## config.mk

```make
export PLATFORM = sky130hd
export DESIGN_NAME = wb_pipe_reg
export DESIGN_NICKNAME = d
export VERILOG_FILES = /design/src/rtl/wb_pipe_reg.sv
export SDC_FILE = /design/constraint.sdc
export NUM_CORES = 1
export LEC_CHECK = 0
export BUFFER_PORTS_ARGS = -buffer_cell sky130_fd_sc_hd__buf_2
export CAP_MARGIN = 20
export CORE_UTILIZATION = 50
export CTS_BUF_LIST = sky130_fd_sc_hd__clkbuf_4
export CTS_CLUSTER_SIZE = 30
export DETAILED_ROUTE_END_ITERATION = 10
export PLACE_DENSITY = 0.8
export SYNTH_ARGS = -nofsm -noshare
export SYNTH_HDL_FRONTEND = slang
export SYNTH_SLANG_ARGS = --single-unit
```

## constraint.sdc

```tcl
create_clock -name clk -period 5.3 [get_ports clk]
set_clock_uncertainty 0.2 [all_clocks]
set_input_delay 1.06 -clock clk [delete_from_list [all_inputs] [get_ports clk]]
set_output_delay 1.06 -clock clk [all_outputs]
set_load 0.005 [all_outputs]
```

## src/rtl/wb_pipe_reg.sv

```systemverilog
// -----------------------------------------------------------------------------
// wb_pipe_reg
//   MEM->WB pipeline register for a core that issues one or more instructions
//   per cycle. It captures LANES independent register-write slots and presents
//   them to the register file one cycle later.
//
//   Write slots are cleaned up before capture:
//     - writes to x0 are dropped,
//     - when two or more lanes write the same register, only the highest lane
//       is kept, because it is the youngest in program order,
//     - a lane that is not writing shows all-zero address and data.
//   A counter tracks how many lane-writes have reached WB.
//
// Ports
//   clk         in   clock, rising edge
//   rst         in   asynchronous reset, active low
//   stall       in   pipeline stall vector; only bits STAGE and STAGE+1 are used
//   flush       in   synchronous kill of the incoming bundle
//   mem_wd      in   per-lane destination address, lane i at [i*ADDR_W +: ADDR_W]
//   mem_wreg    in   per-lane write enable
//   mem_wdata   in   per-lane write data, lane i at [i*DATA_W +: DATA_W]
//   wb_wd       out  registered destination addresses
//   wb_wreg     out  registered write enables
//   wb_wdata    out  registered write data
//   wb_bubble   out  1 when the WB contents are an inserted bubble
//   retire_cnt  out  lane-writes committed to WB, wraps modulo 2^CNT_W
// -----------------------------------------------------------------------------
module wb_pipe_reg #(
  parameter int unsigned DATA_W  = 32,
  parameter int unsigned ADDR_W  = 5,
  parameter int unsigned LANES   = 1,
  parameter int unsigned STALL_W = 6,
  parameter int unsigned STAGE   = 4,
  parameter int unsigned CNT_W   = 32
) (
  input  logic                      clk,
  input  logic                      rst,
  input  logic [STALL_W-1:0]        stall,
  input  logic                      flush,
  input  logic [LANES*ADDR_W-1:0]   mem_wd,
  input  logic [LANES-1:0]          mem_wreg,
  input  logic [LANES*DATA_W-1:0]   mem_wdata,
  output logic [LANES*ADDR_W-1:0]   wb_wd,
  output logic [LANES-1:0]          wb_wreg,
  output logic [LANES*DATA_W-1:0]   wb_wdata,
  output logic                      wb_bubble,
  output logic [CNT_W-1:0]          retire_cnt
);

  localparam int unsigned WD_W   = LANES * ADDR_W;
  localparam int unsigned DATA_V = LANES * DATA_W;
  localparam int unsigned POP_W  = $clog2(LANES + 1);

  // Reject configurations whose stall bits do not exist or lane counts
  // outside the supported range.
  if ((LANES < 1) || (LANES > 4) || ((STAGE + 1) >= STALL_W)) begin : g_bad_params
    $error("wb_pipe_reg: unsupported LANES/STAGE/STALL_W combination");
  end

  // What this edge does to the register.
  typedef enum logic [1:0] {
    ACT_CAPTURE = 2'd0,
    ACT_BUBBLE  = 2'd1,
    ACT_HOLD    = 2'd2
  } action_e;

  action_e act_c;

  // Registered state and next-state.
  logic [WD_W-1:0]   wd_q,     wd_d;
  logic [LANES-1:0]  wreg_q,   wreg_d;
  logic [DATA_V-1:0] wdata_q,  wdata_d;
  logic              bubble_q, bubble_d;
  logic [CNT_W-1:0]  cnt_q,    cnt_d;

  // Sanitised bundle.
  logic [LANES-1:0]  eff_wreg_c;
  logic [WD_W-1:0]   san_wd_c;
  logic [DATA_V-1:0] san_wdata_c;
  logic [POP_W-1:0]  pop_c;

  // Edge action: flush beats everything, then bubble, then hold.
  always_comb begin
    act_c = ACT_CAPTURE;
    if (flush) begin
      act_c = ACT_BUBBLE;
    end else if (stall[STAGE]) begin
      if (stall[STAGE+1]) begin
        act_c = ACT_HOLD;
      end else begin
        act_c = ACT_BUBBLE;
      end
    end
  end

  // Drop x0 writes and older lanes shadowed by a younger lane to the same
  // register. Comparing against the raw enable of the younger lane is enough:
  // an equal address is non-zero whenever the older lane is still enabled.
  always_comb begin
    eff_wreg_c  = '0;
    san_wd_c    = '0;
    san_wdata_c = '0;
    for (int unsigned i = 0; i < LANES; i++) begin
      eff_wreg_c[i] = mem_wreg[i] && (mem_wd[i*ADDR_W +: ADDR_W] != '0);
      for (int unsigned j = i + 1; j < LANES; j++) begin
        if (mem_wreg[j] &&
            (mem_wd[j*ADDR_W +: ADDR_W] == mem_wd[i*ADDR_W +: ADDR_W])) begin
          eff_wreg_c[i] = 1'b0;
        end
      end
      if (eff_wreg_c[i]) begin
        san_wd_c[i*ADDR_W +: ADDR_W]    = mem_wd[i*ADDR_W +: ADDR_W];
        san_wdata_c[i*DATA_W +: DATA_W] = mem_wdata[i*DATA_W +: DATA_W];
      end
    end
  end

  // Number of surviving writes in the bundle.
  always_comb begin
    pop_c = '0;
    for (int unsigned i = 0; i < LANES; i++) begin
      pop_c = pop_c + POP_W'(eff_wreg_c[i]);
    end
  end

  // Next-state selection; hold is the default.
  always_comb begin
    wd_d     = wd_q;
    wreg_d   = wreg_q;
    wdata_d  = wdata_q;
    bubble_d = bubble_q;
    cnt_d    = cnt_q;
    unique case (act_c)
      ACT_CAPTURE: begin
        wd_d     = san_wd_c;
        wreg_d   = eff_wreg_c;
        wdata_d  = san_wdata_c;
        bubble_d = 1'b0;
        cnt_d    = cnt_q + CNT_W'(pop_c);
      end
      ACT_BUBBLE: begin
        wd_d     = '0;
        wreg_d   = '0;
        wdata_d  = '0;
        bubble_d = 1'b1;
      end
      ACT_HOLD: begin
        wd_d     = wd_q;
      end
      default: begin
        wd_d     = wd_q;
      end
    endcase
  end

  // State register.
  always_ff @(posedge clk or negedge rst) begin
    if (!rst) begin
      wd_q     <= '0;
      wreg_q   <= '0;
      wdata_q  <= '0;
      bubble_q <= 1'b1;
      cnt_q    <= '0;
    end else begin
      wd_q     <= wd_d;
      wreg_q   <= wreg_d;
      wdata_q  <= wdata_d;
      bubble_q <= bubble_d;
      cnt_q    <= cnt_d;
    end
  end

  assign wb_wd      = wd_q;
  assign wb_wreg    = wreg_q;
  assign wb_wdata   = wdata_q;
  assign wb_bubble  = bubble_q;
  assign retire_cnt = cnt_q;

endmodule
```

# Word level (Yosys, flattened, before mapping)
# Index checks and enable logic that the tools add are counted.
# word_totals
ff_bits,71
input_bits,47
out_inout_bits,71
word_cells,20
# classes
n_addsub,1
eq_ne,1
muxes,9
n_reduce_logical,4
# op_table
cell,count
$pmux 32 s2,1
$add 32x1->32,1
$mux 32,1
$pmux 5 s2,1
$mux 2,3
$mux 5,1
$reduce_bool 5->1,1
$pmux 1 s2,2
$eq 2x1->1 const B,1
$logic_not 2->1,1
$reduce_bool 2->1,1
$logic_and 1x1->1,1

# Longest topological paths before layout
# logic_depth
ltp_word,5
mapped_depth,8
ltp_nobuf,8

# Worst setup path before layout
# OpenSTA, ideal clock, no wires.
# synth_path
kind,input to register
start,input mem_wd[1]
end,register cnt_q[26] (netlist: retire_cnt[26])
setup_time_ns,0.080
arrival_ns,2.707
required_ns,5.020
path_slack_ns,2.313
cell_stages,8
n_path_buf,0
cell_sequence,or4_1 -> o21a_1 -> ha_1 -> ha_1 -> nor3b_2 -> and2_1 -> nand4_1 -> xnor2_1
# synth_between
elab_chain_len,3
# synth_lines
item,line,source
start: declaration,40,"input logic [LANES*ADDR_W-1:0] mem_wd,"
$reduce_bool 5->1,104,eff_wreg_c[i] = mem_wreg[i] && (mem_wd[i*ADDR_W +: ADDR_W] != '0);
$logic_and 1x1->1,104,
$add 32x1->32,139,cnt_d = cnt_q + CNT_W'(pop_c);
end signal: assignment,169,cnt_q <= cnt_d;
end: declaration,74,"logic [CNT_W-1:0] cnt_q, cnt_d;"
# No other way between the ends.
# A chain may end at the register's enable or synchronous reset.

# Final worst setup path
# layout_path
start,input mem_wd[1]
end,register cnt_q[24] (netlist: retire_cnt[24])
# The elaborated chain is that of the path after synthesis.

==> summary.txt <==
Setup path
  – Crit path launch type: input pin
  – Worst R2R End: retire_cnt[24]$_DFFE_PN0N_
  – CP endpoint: retire_cnt[24]$_DFFE_PN0N_
  – Arrival time worst endpoint: 2.95 ns
  – CP top delay family: simple AND/OR/NAND/NOR gates
  – Buf+Inv Stages, Crit Path: 1
  – Crit path max-delay cell type: or4_1
  – Reg2reg start: retire_cnt[0]$_DFFE_PN0N_
  – Critical Path Start: mem_wd[1]
  – Crit path depth: 9
  – Worst reg2reg path depth: 6
  – Crit Path Class: in2reg
  – Largest fanout on the critical path: 10
  – Crit-path most repeated cell: ha_1
  – Max incr delay on CP: 0.51 ns
  – Ordered cell list for the critical path: buf_2, or4_1, o21a_1, ha_1, ha_1, nor3b_2, and2_1, nand4_1, xnor2_1
  – Crit. End Element: flip-flop
  – Required @ worst endpoint: 5.43 ns
  – Worst R2R Setup Slack: 3.12 ns

Layout
  – Area delta synth->final: 27.1%
  – Share of layout cells above drive strength 1: 0.391
  – # diodes: 0
  – Fin cells: 415
  – Sequential Area: 0.00178 mm^2
  – Final instance area: 0.00371 mm^2
  – Fill cell count: 458
  – Area of the multi-input gates: 0.00108 mm^2
  – Nets: 388

Place
  – Post-place setup slack: 2.02 ns
  – HPWL Detailed: 4.48 mm
  – IO Port Bufs: 113
  – Placed Area: 0.00353 mm^2
  – RePlAce Congestion: 0.720
  – Placed cells: 399

Yosys
  – Synth Register Bits: 71
  – Netlist Area Pre-Place: 0.00292 mm^2
  – Synth warn: 0
  – Yosys cell types: 27
  – Sequential fraction of the synthesis area: 0.609
  – Syn avg cell area: 13.1 um^2
  – Mapped Cells: 223
  – Synthesized Nets: 273

Timing
  – RSZ-0062 raised after global routing: no
  – Min cycle time layout: 2.82 ns
  – Final Worst Setup Slack: 2.48 ns
  – Final setup fails: 0
  – Final Max Slew Viols: 0
  – Rel. slew slack: 0.375
  – Tcrit/Tclk final: 0.532
  – Worst slew pin tran: 0.938 ns
  – Final hold violations: 0
  – Max Clock Freq: 0.355 GHz
  – Sum Neg Setup Slack: 0 ns

Min path
  – Worst Hold Class: reg2reg
  – Worst hold path depth: 1

Clocking
  – Post-cts sizing count: 0
  – H-tree Lvls: 3
  – Sinks on the clock net: 71
  – Clock Tree Root: clkbuf_4
  – CTS Buf Count: 9
  – Skew-Pair Late Insertion Delay: 0.41 ns
  – CTS tree: done
  – Hold_buf cts: 0
  – Max Buffers Root-to-Sink: 2
  – CTS clk-pin slew, worst paths: 0.11 ns
  – Postcts setup bufs: 0

Drt
  – DRC violations left: 0
  – DR vias: 2232
  – WL final: 6.45 mm
  – Post-route ant nets: 0
  – DRT iter0 DRCs: 114
  – TritonRoute pass-1 iters: 4
  – Drt wl/cell: 15.5 um
  – Via-to-Cell Ratio: 5.38

Power and ir drop
  – Switching share of power: 0.238
  – Switching pwr: 0.270 mW
  – Clock power frac: 0.383
  – Sequential share of power: 0.523
  – Worst ir drop on vdd: 0.204 mV
  – Comb power frac: 0.094
  – Int Power: 0.865 mW
  – PD cells: 306 mW/mm^2
  – Total leakage power: 2.02 nW

Global route
  – Initial antenna violation count: 0
  – First-pass GRT wire length: 10.3 mm
  – Gr usage total: 0.223
  – Vias in the first global route: 2085
  – GRT overflow: 0
  – Largest net degree at the start of global routing: 43

Outcome
  – Status: finished, final reports clean

Floorplan
  – Number of placement rows: 27
  – I/O pin total: 118
  – Die X-Extent: 78.4 um
  – Height of the chip: 78.4 um
  – Initial Util: 0.523
  – Die area: 0.00614 mm^2
  – Core ar.: 0.00557 mm^2

Run
  – Max Cap Viol: 0
registers in the layout, summed over array words and instances (netlist names):
signal / flops
wb_bubble: 1
retire_cnt: 32
wb_wdata: 32
wb_wd: 5
wb_wreg: 1
per-stage QoR:
stage | power [mW] | util | hold slack, ns
after floorplan | 0.647 | - | 0.268
after global placement | 0.708 | 0.633 | 0.258
after detailed placement | 0.713 | 0.633 | 0.261
after CTS | 1.14 | 0.666 | 0.284
after global routing | 1.19 | 0.666 | 0.298
final | 1.14 | 0.666 | 0.275
worst min path at each step:
stage | startpoint | to
after floorplan | retire_cnt[31]$_DFFE_PN0N_ | retire_cnt[31]$_DFFE_PN0N_
after global placement | retire_cnt[31]$_DFFE_PN0N_ | retire_cnt[31]$_DFFE_PN0N_
after detailed placement | wb_wreg$_DFFE_PN0P_ | wb_wreg$_DFFE_PN0P_
after CTS | retire_cnt[31]$_DFFE_PN0N_ | retire_cnt[31]$_DFFE_PN0N_
after global routing | retire_cnt[31]$_DFFE_PN0N_ | retire_cnt[31]$_DFFE_PN0N_
final | retire_cnt[31]$_DFFE_PN0N_ | retire_cnt[31]$_DFFE_PN0N_
layout by cell type, fill, tap and decap left out, drive strengths merged, types with 3 or more instances in the layout:
cell type  count
ha             3
and2           6
nand2         11
and4           8
buf          115
nand3          9
and3           9
nor4           3
a22o          37
bufinv         3
nand4         12
xnor2         25
dfrtp         70
xor2           5
clkbuf        10
per-layer routing:
| metal | GRT usage | wire [um] | up-vias |
|---|---|---|---|
| li1 | - | - | 1057 |
| met1 | 0.307 | 2920 | 1098 |
| met2 | 0.343 | 3120 | 66 |
| met3 | 0.0465 | 298 | 11 |
| met4 | 0.100 | 109 | 0 |
| met5 | 0 | 0 | - |
kinds of logic (layout without fill, tap and decap cells):
group	Yosys count	in the layout	share of synthesized area
buf+inv	11	131	0.0223
flops	71	71	0.609
xor+xnor	30	30	0.0901
simple gates	66	66	0.139
fa+ha+maj	3	3	0.0129
compound gates	40	40	0.119
mux	2	2	0.00772
Yosys cell counts:
| library cell | number | area [um^2] |
|---|---|---|
| and3_1 | 9 | 56.3 |
| nor4_1 | 3 | 18.8 |
| buf_2 | 1 | 5.00 |
| and2_1 | 5 | 31.3 |
| and4_1 | 8 | 70.1 |
| nand3_1 | 9 | 45.0 |
| ha_1 | 3 | 37.5 |
| or4_1 | 1 | 7.51 |
| clkbuf_1 | 7 | 26.3 |
| nand4_1 | 12 | 75.1 |
| o21a_1 | 1 | 7.51 |
| and2_4 | 1 | 8.76 |
| xor2_1 | 5 | 43.8 |
| nand2b_1 | 1 | 6.26 |
| or3_1 | 1 | 6.26 |
| a22o_1 | 37 | 324 |
| nor2_1 | 2 | 7.51 |
| nor3b_2 | 1 | 12.5 |
| a21o_1 | 2 | 15.0 |
| dfrtp_1 | 70 | 1750 |
| nand2_1 | 11 | 41.3 |
| nor4bb_1 | 1 | 10.0 |
| dfstp_2 | 1 | 26.3 |
| buf_6 | 3 | 33.8 |
| nand4b_1 | 1 | 8.76 |
| mux2_1 | 2 | 22.5 |
| xnor2_1 | 25 | 219 |
power groups by stage:
stage                     logic (mW)  clock network (mW)  registers [mW]
after global placement         0.106                   0           0.603
after CTS                      0.109               0.440           0.594
final                          0.107               0.435           0.593
after detailed placement       0.109                   0           0.604
after global routing           0.122               0.467           0.598
after floorplan               0.0430                   0           0.604
final cells by class:
cell class / count / area share
repair buffers: 115 / 0.156
well taps: 72 / 0.0243
flip-flops and latches: 71 / 0.479
clock buffers: 10 / 0.0202
multi-input cells: 141 / 0.290
clock inverters: 6 / 0.0293
Power figures use the tool's default switching activity.
